==> config.mk <==
export PLATFORM = sky130hd
export DESIGN_NAME = gb_lcd_capture_flat
export DESIGN_NICKNAME = d
export VERILOG_FILES = /design/src/rtl/gb_lcd_capture_if.sv /design/src/rtl/gb_lcd_capture.sv /design/src/flat_wrapper.sv
export SDC_FILE = /design/constraint.sdc
export NUM_CORES = 1
export LEC_CHECK = 0
export CAP_MARGIN = 20
export CORE_MARGIN = 2
export CORE_UTILIZATION = 40
export CTS_CLUSTER_SIZE = 8
export DETAILED_ROUTE_END_ITERATION = 10
export GPL_TIMING_DRIVEN = 1
export PLACE_DENSITY = 0.58
export SYNTH_ARGS = -nofsm -noshare
export SYNTH_HDL_FRONTEND = slang
export SYNTH_SLANG_ARGS = --single-unit
==> constraint.sdc <==
create_clock -name clock -period 2.8 [get_ports clock]
set_input_delay 0.56 -clock clock [delete_from_list [all_inputs] [get_ports clock]]
set_output_delay 0.56 -clock clock [all_outputs]
set_load 0.05 [all_outputs]
==> src/rtl/gb_lcd_capture_if.sv <==
// LCD pixel stream in, converter write port out (optional err_count under GB_LCD_CAPTURE_ERR_EN).
// Pure wiring; all timing comes from the capture module.
// No backpressure: the PPU stream cannot be stalled, the converter always accepts writes.
interface gb_lcd_capture_if;
  logic       lcd_valid;
  logic [1:0] lcd_data;
  logic       lcd_hsync;
  logic       lcd_vsync;
  logic [1:0] pixel_data;
  logic [7:0] gb_pixel_count;
  logic [7:0] gb_line_count;
  logic       gb_hsync;
  logic       gb_vsync;
  logic       gb_we;
`ifdef GB_LCD_CAPTURE_ERR_EN
  logic [7:0] err_count;
`endif

  // Capture block: consumes the LCD stream, produces the write port.
  modport master (
    input  lcd_valid, lcd_data, lcd_hsync, lcd_vsync,
    output pixel_data, gb_pixel_count, gb_line_count, gb_hsync, gb_vsync, gb_we
`ifdef GB_LCD_CAPTURE_ERR_EN
    , output err_count
`endif
  );

  // Environment side: PPU source plus converter sink.
  modport slave (
    output lcd_valid, lcd_data, lcd_hsync, lcd_vsync,
    input  pixel_data, gb_pixel_count, gb_line_count, gb_hsync, gb_vsync, gb_we
`ifdef GB_LCD_CAPTURE_ERR_EN
    , input err_count
`endif
  );
endinterface

==> src/rtl/gb_lcd_capture.sv <==
// Game Boy LCD stream capture: tracks x/y, drops malformed lines/frames, writes only inside 160x144.
// Latency: 1 cycle from lcd_valid/syncs to gb_we/gb_hsync/gb_vsync; all outputs registered.
// No backpressure; optional GB_LCD_CAPTURE_ERR_EN adds a saturating err_count.
module gb_lcd_capture #(
  parameter int H_PIXELS = 160,
  parameter int V_LINES  = 144
) (
  input  logic              clock,
  input  logic              reset,
  gb_lcd_capture_if.master  bus
);

  localparam logic [7:0] X_LAST = 8'(H_PIXELS - 1);
  localparam logic [7:0] Y_LAST = 8'(V_LINES - 1);

  typedef enum logic [1:0] {IDLE, ACTIVE, HBLANK, VBLANK} state_t;

  state_t     state;
  logic [7:0] x;
  logic [7:0] y;
  logic       last_hsync;
  logic       last_vsync;

  logic vs_rise;
  logic hs_rise;

  assign vs_rise = bus.lcd_vsync & ~last_vsync;
  assign hs_rise = bus.lcd_hsync & ~last_hsync;

  // Position tracking FSM with registered write port; vsync edge wins over everything.
  always_ff @(posedge clock or posedge reset) begin
    if (reset) begin
      state              <= IDLE;
      x                  <= 8'd0;
      y                  <= 8'd0;
      last_hsync         <= 1'b0;
      last_vsync         <= 1'b0;
      bus.pixel_data     <= 2'd0;
      bus.gb_pixel_count <= 8'd0;
      bus.gb_line_count  <= 8'd0;
      bus.gb_hsync       <= 1'b0;
      bus.gb_vsync       <= 1'b0;
      bus.gb_we          <= 1'b0;
    end else begin
      last_hsync   <= bus.lcd_hsync;
      last_vsync   <= bus.lcd_vsync;
      bus.gb_hsync <= bus.lcd_hsync;
      bus.gb_vsync <= bus.lcd_vsync;
      bus.gb_we    <= 1'b0;

      if (vs_rise) begin
        // New frame: a strobe in the same cycle lands at (0,0).
        state <= ACTIVE;
        y     <= 8'd0;
        if (bus.lcd_valid) begin
          bus.gb_we          <= 1'b1;
          bus.pixel_data     <= bus.lcd_data;
          bus.gb_pixel_count <= 8'd0;
          bus.gb_line_count  <= 8'd0;
          x                  <= 8'd1;
        end else begin
          x <= 8'd0;
        end
      end else begin
        case (state)
          ACTIVE, HBLANK: begin
            if (hs_rise) begin
              // End of line (complete or short): advance y, or park in VBLANK after the last line.
              if (y < Y_LAST) begin
                state <= ACTIVE;
                y     <= y + 8'd1;
                if (bus.lcd_valid) begin
                  bus.gb_we          <= 1'b1;
                  bus.pixel_data     <= bus.lcd_data;
                  bus.gb_pixel_count <= 8'd0;
                  bus.gb_line_count  <= y + 8'd1;
                  x                  <= 8'd1;
                end else begin
                  x <= 8'd0;
                end
              end else begin
                state <= VBLANK;
              end
            end else if (bus.lcd_valid && state == ACTIVE) begin
              bus.gb_we          <= 1'b1;
              bus.pixel_data     <= bus.lcd_data;
              bus.gb_pixel_count <= x;
              bus.gb_line_count  <= y;
              x                  <= x + 8'd1;
              if (x == X_LAST) begin
                state <= HBLANK;
              end
            end
          end
          default: ; // IDLE and VBLANK only leave on a vsync edge
        endcase
      end
    end
  end

`ifdef GB_LCD_CAPTURE_ERR_EN
  logic err_evt;

  // One event per cycle at most: short line, dropped strobe in a blank, or stray hsync in VBLANK.
  always_comb begin
    err_evt = 1'b0;
    if (!vs_rise) begin
      case (state)
        ACTIVE:  err_evt = hs_rise;
        HBLANK:  err_evt = bus.lcd_valid & ~(hs_rise & (y < Y_LAST));
        VBLANK:  err_evt = bus.lcd_valid | hs_rise;
        default: err_evt = 1'b0;
      endcase
    end
  end

  // Saturating error counter, cleared only by reset.
  always_ff @(posedge clock or posedge reset) begin
    if (reset) begin
      bus.err_count <= 8'd0;
    end else if (err_evt && bus.err_count != 8'hFF) begin
      bus.err_count <= bus.err_count + 8'd1;
    end
  end
`endif

endmodule

==> src/flat_wrapper.sv <==
// flat-port wrapper written by rule: the top's interface ports become plain ports
module gb_lcd_capture_flat 
#(
  parameter int H_PIXELS = 160,
  parameter int V_LINES  = 144
)
  (clock, reset, bus_lcd_valid, bus_lcd_data, bus_lcd_hsync, bus_lcd_vsync, bus_pixel_data, bus_gb_pixel_count, bus_gb_line_count, bus_gb_hsync, bus_gb_vsync, bus_gb_we);
  gb_lcd_capture_if bus_i ();
  input  logic clock;
  input  logic reset;
  input wire logic [$bits(bus_i.lcd_valid)-1:0] bus_lcd_valid;
  input wire logic [$bits(bus_i.lcd_data)-1:0] bus_lcd_data;
  input wire logic [$bits(bus_i.lcd_hsync)-1:0] bus_lcd_hsync;
  input wire logic [$bits(bus_i.lcd_vsync)-1:0] bus_lcd_vsync;
  output wire logic [$bits(bus_i.pixel_data)-1:0] bus_pixel_data;
  output wire logic [$bits(bus_i.gb_pixel_count)-1:0] bus_gb_pixel_count;
  output wire logic [$bits(bus_i.gb_line_count)-1:0] bus_gb_line_count;
  output wire logic [$bits(bus_i.gb_hsync)-1:0] bus_gb_hsync;
  output wire logic [$bits(bus_i.gb_vsync)-1:0] bus_gb_vsync;
  output wire logic [$bits(bus_i.gb_we)-1:0] bus_gb_we;
  assign bus_i.lcd_valid = bus_lcd_valid;
  assign bus_i.lcd_data = bus_lcd_data;
  assign bus_i.lcd_hsync = bus_lcd_hsync;
  assign bus_i.lcd_vsync = bus_lcd_vsync;
  assign bus_pixel_data = bus_i.pixel_data;
  assign bus_gb_pixel_count = bus_i.gb_pixel_count;
  assign bus_gb_line_count = bus_i.gb_line_count;
  assign bus_gb_hsync = bus_i.gb_hsync;
  assign bus_gb_vsync = bus_i.gb_vsync;
  assign bus_gb_we = bus_i.gb_we;
  gb_lcd_capture #(.H_PIXELS(H_PIXELS), .V_LINES(V_LINES)) u_core (.clock(clock), .reset(reset), .bus(bus_i));
endmodule
* After elaboration in Yosys (flattened, before gate mapping)
Cells that the tools add are included.
** Word-level totals
- Logic and storage cells :: 74
- Flip-flop bits (word level) :: 39
- Output and inout bits :: 21
** Cells by class
- Add/sub/neg operators :: 2
- Equality and inequality tests :: 6
- Reductions and logical operators :: 11
- Order comparisons :: 1
- Bitwise logic cells :: 4
- Mux-type cells :: 41
** Operators by type and width (number)
- two-way mux 8 bit :: 22
- two-way mux 2 bit :: 12
- adder 8 x 1 -> 8 bit (second input constant) :: 2
- AND reduction 3 bit :: 3
- equality test 8 bit (second input constant) :: 1
- < comparator 8 bit (second input constant) :: 1
- two-way mux 1 bit :: 7
- nonzero test 2 bit :: 3
- nonzero test 3 bit :: 2
- AND reduction 5 bit :: 1
- != test 4 bit (second input constant) :: 1
- != test 3 x 2 -> 1 bit (second input constant) :: 1
- bitwise AND 1 bit :: 2
- equality test 2 x 1 -> 1 bit (second input constant) :: 1
- equality test 2 bit (second input constant) :: 1
- != test 2 bit (second input constant) :: 1
- NOT 1 bit :: 2
- OR reduction 2 bit :: 1
- logical AND 1 bit :: 1

* Logic depth before layout (Yosys ltp)
Gate-level depths: netlist (run 1).
- Depth in word-level cells :: 6
- Depth in mapped cells :: 8

* Worst setup path after synthesis (run 1)
Ideal clock, no wire load.
- Path type :: reg2reg
- Start point :: register u_core.y[0]
- End point :: register u_core.bus.gb_line_count[0]
- Library setup time :: 0.125 ns
- Stages on the path, launching flop included :: 9
- Data required time :: 2.675 ns
- Path slack :: 0.705 ns
- Arrival time :: 1.970 ns
- Cells stage by stage :: dfrtp_1 > ha_1 > and3_1 > o21a_1 > buf_6 > a211o_1 > buf_6 > buf_8 > mux2_4
** Between the ends
- Cells in the longest elaborated chain, start to end :: 6
** Ends and longest elaborated chain
- start, declared :: line gb_lcd_capture.sv:20 : logic [7:0] y;
- start signal, assigned :: line gb_lcd_capture.sv:71 : y <= y + 8'd1;
- adder 8 x 1 -> 8 bit :: line gb_lcd_capture.sv:76 : bus.gb_line_count <= y + 8'd1;
- two-way mux 8 bit :: line gb_lcd_capture.sv:72 : if (bus.lcd_valid) begin
- two-way mux 8 bit :: line gb_lcd_capture.sv:69 : if (y < Y_LAST) begin
- two-way mux 8 bit :: line gb_lcd_capture.sv:67 : if (hs_rise) begin
- two-way mux 8 bit :: line gb_lcd_capture.sv:65 : case (state)
- two-way mux 8 bit :: line gb_lcd_capture.sv:51 : if (vs_rise) begin
- end signal, assigned :: line gb_lcd_capture.sv:76
- end signal, assigned :: line gb_lcd_capture.sv:88 : bus.gb_line_count <= y;
- end, declared :: line gb_lcd_capture_if.sv:22 : output pixel_data, gb_pixel_count, gb_line_count, gb_hsync, gb_vsync, gb_we
Several ways; a longest one is shown, not always the timed one. The select of a mux whose other input is x is not followed.
A chain may end at the register's enable or synchronous reset.

* Worst setup path in the final report (run 1)
- Start point :: input port bus_lcd_vsync
- End point :: register u_core.bus.gb_line_count[0]
** Between the ends
- Cells in the longest elaborated chain, start to end :: 3
** Ends and longest elaborated chain
- start, declared :: line flat_wrapper.sv:14 : input wire logic [$bits(bus_i.lcd_vsync)-1:0] bus_lcd_vsync;
- bitwise AND 1 bit * :: line gb_lcd_capture.sv:27 : assign vs_rise = bus.lcd_vsync & ~last_vsync;
- != test 3 x 2 -> 1 bit (no source line) (tied with other cells)
- AND reduction 5 bit (no source line)
Mark *: on every way between the ends. The rest lies on a longest branch, timed or not.

==> results of run 1 <==
[through the flow]
stage | instance area (um^2) | hold WS, ps | utilization (%)
5_1_grt | 2430 | 517 | 51.1
2_1_floorplan | 1970 | 466 | -
3_3_place_gp | 2330 | 483 | 48.9
3_5_place_dp | 2330 | 488 | 48.9
4_1_cts | 2430 | 507 | 51.1
6_report | 2430 | 499 | 51.1
[metal layers]
layer | up-vias | track usage, % | part of all wire (%)
met3 | 7 | 4.20 | 4.0
met5 | - | 0 | 0
li1 | 759 | - | -
met4 | 0 | 7.34 | 1.5
met2 | 33 | 29.1 | 50
met1 | 752 | 22.0 | 44
[worst max-delay path, delay by kind of cell]
family                 cells  cell delay [ps]
AOI/OAI and AO/OA          1              520
buffers and inverters      2              720
muxes                      1              380
and+or+nand+nor            2              370
[cells by family after synthesis]
logic type	share of synthesized area [%]
muxes	5.83
adders and majority gates	1.90
and+or+nand+nor	18.6
buffers and inverters	4.18
DFF	49.5
xor gates and xnor gates	2.66
AOI/OAI and AO/OA	17.4
[how the worst max path moves through the flow]
stage                        startpoint  cells past startpoint                           to  slack (ps)
final                     bus_lcd_vsync                      6  u_core.bus.gb_line_count[0]         420
after global routing      bus_lcd_vsync                      6  u_core.bus.gb_line_count[0]         290
after CTS                 bus_lcd_vsync                      6  u_core.bus.gb_line_count[0]         430
after detailed placement  bus_lcd_vsync                      6  u_core.bus.gb_line_count[0]         120
after global placement    bus_lcd_vsync                      6  u_core.bus.gb_line_count[0]         170
after floorplan             u_core.y[0]                      8  u_core.bus.gb_line_count[0]         700
[power by group]
group | internal (uW) | switching (uW) | total (uW)
registers | 610 | 38.7 | 649
logic | 134 | 217 | 350
clock network | 225 | 194 | 418
total | 968 | 449 | 1420
[area by class of cell]
class | instances | area, um^2
Clock buffer | 8 | 100
Fill cell | 457 | 2330
Inverter | 6 | 22.5
Multi-Input combinational cell | 132 | 915
Sequential cell | 39 | 976
Tap cell | 67 | 83.8
Timing Repair Buffer | 35 | 330
[flip-flops by register name, indices dropped and copies added (netlist names)]
register                   count
u_core.bus.gb_hsync            1
u_core.bus.gb_line_count       8
u_core.x                       8
u_core.bus.gb_we               1
u_core.y                       8
u_core.bus.gb_vsync            1
u_core.bus.pixel_data          2
u_core.state                   2
u_core.bus.gb_pixel_count      8
[placed cells by master (no fill, tap or decap), drive strengths merged, types with 5 or more instances in the layout]
cell and count:
and3 6, clkdlybuf4s50 27, nand3 5, a22o 10, o21ai 7, or3 5
nor2 15, mux2 9, clkbuf 8, a21oi 10, buf 8, nand2 9
inv 6, dfrtp 39
==> results by group, run 1 <==
Run status
  • Status: complete, no violations

STA
  • RSZ-0062 raised after global routing: false
  • Fin. max-slew vios: 0
  • Final Skew: 7.16 ps
  • Final setup margin: 419 ps
  • Setup tns final: 0 ps
  • Slew @ Worst Pin: between 600 and 700 ps
  • Final setup viols: 0
  • Fin. Hold Viols: 0
  • Maximum clock rate: 420 MHz
  • Final period demand of the worst path: 2380 ps
  • Final period util: 85.0%
  • Max transition margin: between 50% and 60%

Global routing
  • Total GRT Usage: 17.5%
  • First-pass GRT wire length: 7330 um
  • Gr ovfl total: 0
  • Initial antenna violation count: 0
  • Vias in the first global route: 1,521
  • Largest net degree at the start of global routing: 40

Worst hold path
  • Hold depth: 1
  • Hold EP: u_core.bus.gb_pixel_count[3]
  • Hold Startpoint: u_core.bus.gb_pixel_count[3]
  • Hold WC Path Type: register to register

Synthesis
  • Syn Nets: 196
  • Synth Flop Type: dfrtp_1
  • Cell with the most instances after synthesis: dfrtp_1
  • Synth top area cells: dfrtp_1 49%, mux2_2 4.6%, a22o_1 4.4%
  • Post-synth top area share: 49.5%
  • Cells after Synth: 186
  • Synth warn: 0
  • Register area share after synthesis: 49.5%
  • Post-synth top cells: 39 x dfrtp_1, 15 x nor2_1, 10 x a21oi_1, 10 x a22o_1, 9 x nand2_1
  • Mapped cell area: 1970 um^2
  • Largest area contributor in the netlist: dfrtp_1
  • Post-synth ARST share: 100%
  • Post-synth EDFFs: 0
  • Syn avg cell area: 10.6 um^2
  • FF+latch count, synth: 39
  • Synth unique cells: 47

Setup path
  • CP peak stage delay: 520 ps
  • CP required: 2980 ps
  • RR Endpoint: u_core.bus.gb_line_count[4]
  • Arrival time at the worst endpoint: around 2600 ps
  • CP max FO: 18
  • R2r setup slk: ~610 ps
  • Worst Setup End Kind: register
  • CP Launch Type: input pin
  • Critical Path, Cell by Cell: clkdlybuf4s50_1 > nor2b_1 > buf_4 > nor2_1 > a211o_1 > mux2_4
  • Worst R2R Start: u_core.y[0]
  • Worst R2R Path Depth: 5
  • Critical path class: input pin to register
  • Critical path's slowest cell: a211o_1

Floorplan
  • Rows: 25
  • Core area: 4750 um^2
  • Initial Utilization: roughly two fifths
  • Die height: 74.2 um
  • Die area: 5510 um^2
  • Chip Width: 74.2 um
  • IO Count: 28

Power and ir drop
  • Power Density: 584 nW/um^2
  • Total power: 1420 uW
  • Leak pwr: 0.00108 uW
  • Peak supply drop: 0.000202 V

Placed design
  • Placed Cells: between 200 and 300
  • Gpl congestion: 0.877
  • Dpl ws: between 100 and 150 ps
  • Detailed Place HPWL: slightly above 3000 um
  • Buffers added on ports: 27

Clock tree
  • CTS root buffer: clkbuf_8
  • Cts repair resizes: 0
  • Bufs on Longest Clock Path: 2
  • Hold bufs inserted after CTS: 0
  • CTS tree: yes
  • Worst skew pair latency: 290 ps
  • # H-tree levels: 2
  • TritonCTS Buffers: 5
  • Worst-path clk slew: 70 ps
  • Post-CTS setup buffer count: 0
  • Clock sink total: 39

Cells and area
  • Non-Filler Instances: approximately 290
  • Area delta synth->final: 23.0%
  • Layout cells sized above 1: 12.3%
  • Layout Nets: 229
  • Diodes inserted: 0

Run
  • Max_cap viols: 0

Drt
  • Drt first-iter violations: 107
  • Mean routed wirelength per cell: roughly 15 um
  • Drt drc: 0
  • Post-DR vias/cell: 5.40
  • Final ANT Viol Nets: 0
  • DR pass1 iterations: 4
  • Vias: 1,551
  • Final WL: 4340 um
Power figures use the tool's default switching activity.
==> inputs of run 2 (changes only) <==
- CELL_PAD_IN_SITES_DETAIL_PLACEMENT: default -> 1
- CELL_PAD_IN_SITES_GLOBAL_PLACEMENT: default -> 1
- PLACE_DENSITY: 0.58 -> 0.71
==> results by group, run 2 (synthesis gave the netlist of run 1 again) <==
Floorplan
  • Core area: 4750 um^2
  • Chip Width: 74.2 um
  • IO Count: 28
  • Initial Utilization: 41.5%
  • Rows: 25
  • Die height: 74.2 um
  • Die area: about 5500 um^2

Setup path
  • CP peak stage delay: 640 ps
  • CP Launch Type: register
  • Worst Setup End Kind: register
  • Critical path class: register to register
  • Critical Path, Cell by Cell: ha_1 > and3_1 > o21a_1 > a211o_1 > mux2_2
  • CP max FO: 18
  • CP required: 2980 ps
  • Critical path's slowest cell: a211o_1
  • Arrival time at the worst endpoint: about 2700 ps

Power and ir drop
  • Power Density: slightly above 600 nW/um^2
  • Peak supply drop: 0.000279 V
  • Leak pwr: between 0.001 and 0.0015 uW

Cells and area
  • Highest-count cells in the layout ignoring fill and taps: 39 x dfrtp_1, 27 x clkdlybuf4s50_1, 15 x nor2_1, 10 x a21oi_1, 10 x a22o_1
  • Area delta synth->final: 23.5%
  • Layout cells sized above 1: 12.3%
  • Diodes inserted: 0
  • Layout Nets: 228
  • Cell area after layout: 2440 um^2
  • Commonest non-fill, non-tap cell in the layout: dfrtp_1
  • Non-Filler Instances: 286

Global routing
  • Vias in the first global route: roughly 1,700
  • Largest net degree at the start of global routing: 40
  • First-pass GRT wire length: 8150 um
  • Gr ovfl total: 0
  • Total GRT Usage: 19.4%
  • Initial antenna violation count: 0

Placed design
  • Buffers added on ports: 27
  • Gpl congestion: 0.831
  • Detailed Place HPWL: 3680 um
  • Placed Cells: 278
  • Dpl cell area: 2320 um^2

STA
  • Final period util: 89.2%
  • Final Skew: 7.42 ps
  • Fin. Hold Viols: 0
  • Maximum clock rate: 400 MHz
  • Final setup viols: 0
  • Slew @ Worst Pin: 685 ps
  • RSZ-0062 raised after global routing: false
  • Final period demand of the worst path: 2500 ps
  • Max transition margin: a little over half
  • Fin. max-slew vios: 0
  • Setup tns final: 0 ps

Clock tree
  • Bufs on Longest Clock Path: 2
  • TritonCTS Buffers: 5
  • Hold bufs inserted after CTS: 0
  • Cts repair resizes: 0
  • # H-tree levels: 2
  • CTS tree: yes
  • Worst-path clk slew: 80 ps
  • CTS root buffer: clkbuf_8
  • Worst skew pair latency: approximately 290 ps
  • Clock sink total: 39
  • Post-CTS setup buffer count: 0

Worst hold path
  • Hold WC Path Type: register to register

Drt
  • Drt first-iter violations: 62
  • Final ANT Viol Nets: 0
  • Final WL: 5020 um
  • Post-DR vias/cell: 5.62
  • Drt drc: 0
  • Vias: 1,607
  • Mean routed wirelength per cell: 17.6 um
  • DR pass1 iterations: 4

Run
  • Max_cap viols: 0

Run status
  • Status: complete, no violations
run 2: cell count changes in the layout (fill, tap and decap cells not counted):
cell,before,now
clkbuf_8,7,6
clkinv_2,0,1
buf_4,8,7
bufinv_16,0,1
clkbuf_1,1,0
run 2: worst paths after layout:
kind	slack, ps	cells past startpoint	start	endpoint
worst min register to register	500	1	u_core.bus.gb_pixel_count[2]	u_core.bus.gb_pixel_count[2]
worst max register to register	300	5	u_core.y[0]	u_core.bus.pixel_data[0]
min in group asynchronous	690	3	reset	u_core.bus.gb_line_count[5]
worst min-delay path	500	1	u_core.bus.gb_pixel_count[2]	u_core.bus.gb_pixel_count[2]
max in group asynchronous	1760	3	reset	u_core.y[1]
worst max-delay path	300	5	u_core.y[0]	u_core.bus.pixel_data[0]
run 2: per-stage QoR:
stage	total power [uW]	setup slack [ps]	hold slack (ps)	utilization, %
2_1_floorplan	902	705	466	-
3_3_place_gp	1010	218	484	48.8
3_5_place_dp	1030	85.8	485	48.8
4_1_cts	1520	280	507	51.3
5_1_grt	1570	155	527	51.3
6_report	1500	302	501	51.3
run 2: worst max-delay path, delay by kind of cell (launching register included):
kind	cells	cell delay, ps
DFF	1	440
and+or+nand+nor	1	230
AOI/OAI and AO/OA	2	1000
muxes	1	410
adders and majority gates	1	300
run 2: cell type report:
class	count	area [um^2]
Clock inverter	2	35.0
Multi-Input combinational cell	132	915
Clock buffer	6	82.6
Fill cell	530	2320
Sequential cell	39	976
Inverter	6	22.5
Tap cell	67	83.8
Timing Repair Buffer	34	323
run 2: routing by layer:
| layer | vias to the layer above | wire length [um] | GRT usage [%] |
|---|---|---|---|
| met5 | - | 0 | 0 |
| met4 | 0 | 22 | 5.36 |
| met3 | 2 | 168 | 4.47 |
| met2 | 31 | 2530 | 33.5 |
| met1 | 822 | 2300 | 24.6 |
| li1 | 752 | - | - |
run 2: power breakdown:
group	leakage [uW]	switching [uW]	internal, uW	total [uW]
sequential	0.000520	39.5	610	650
clock	0.0000612	194	288	482
combinational	0.000503	229	135	363
==> inputs of run 3 (changes only) <==
- SKIP_CTS_REPAIR_TIMING: default -> 1
==> results of run 3 <==
Final layout, timing and power as in run 2 (identical DEF).
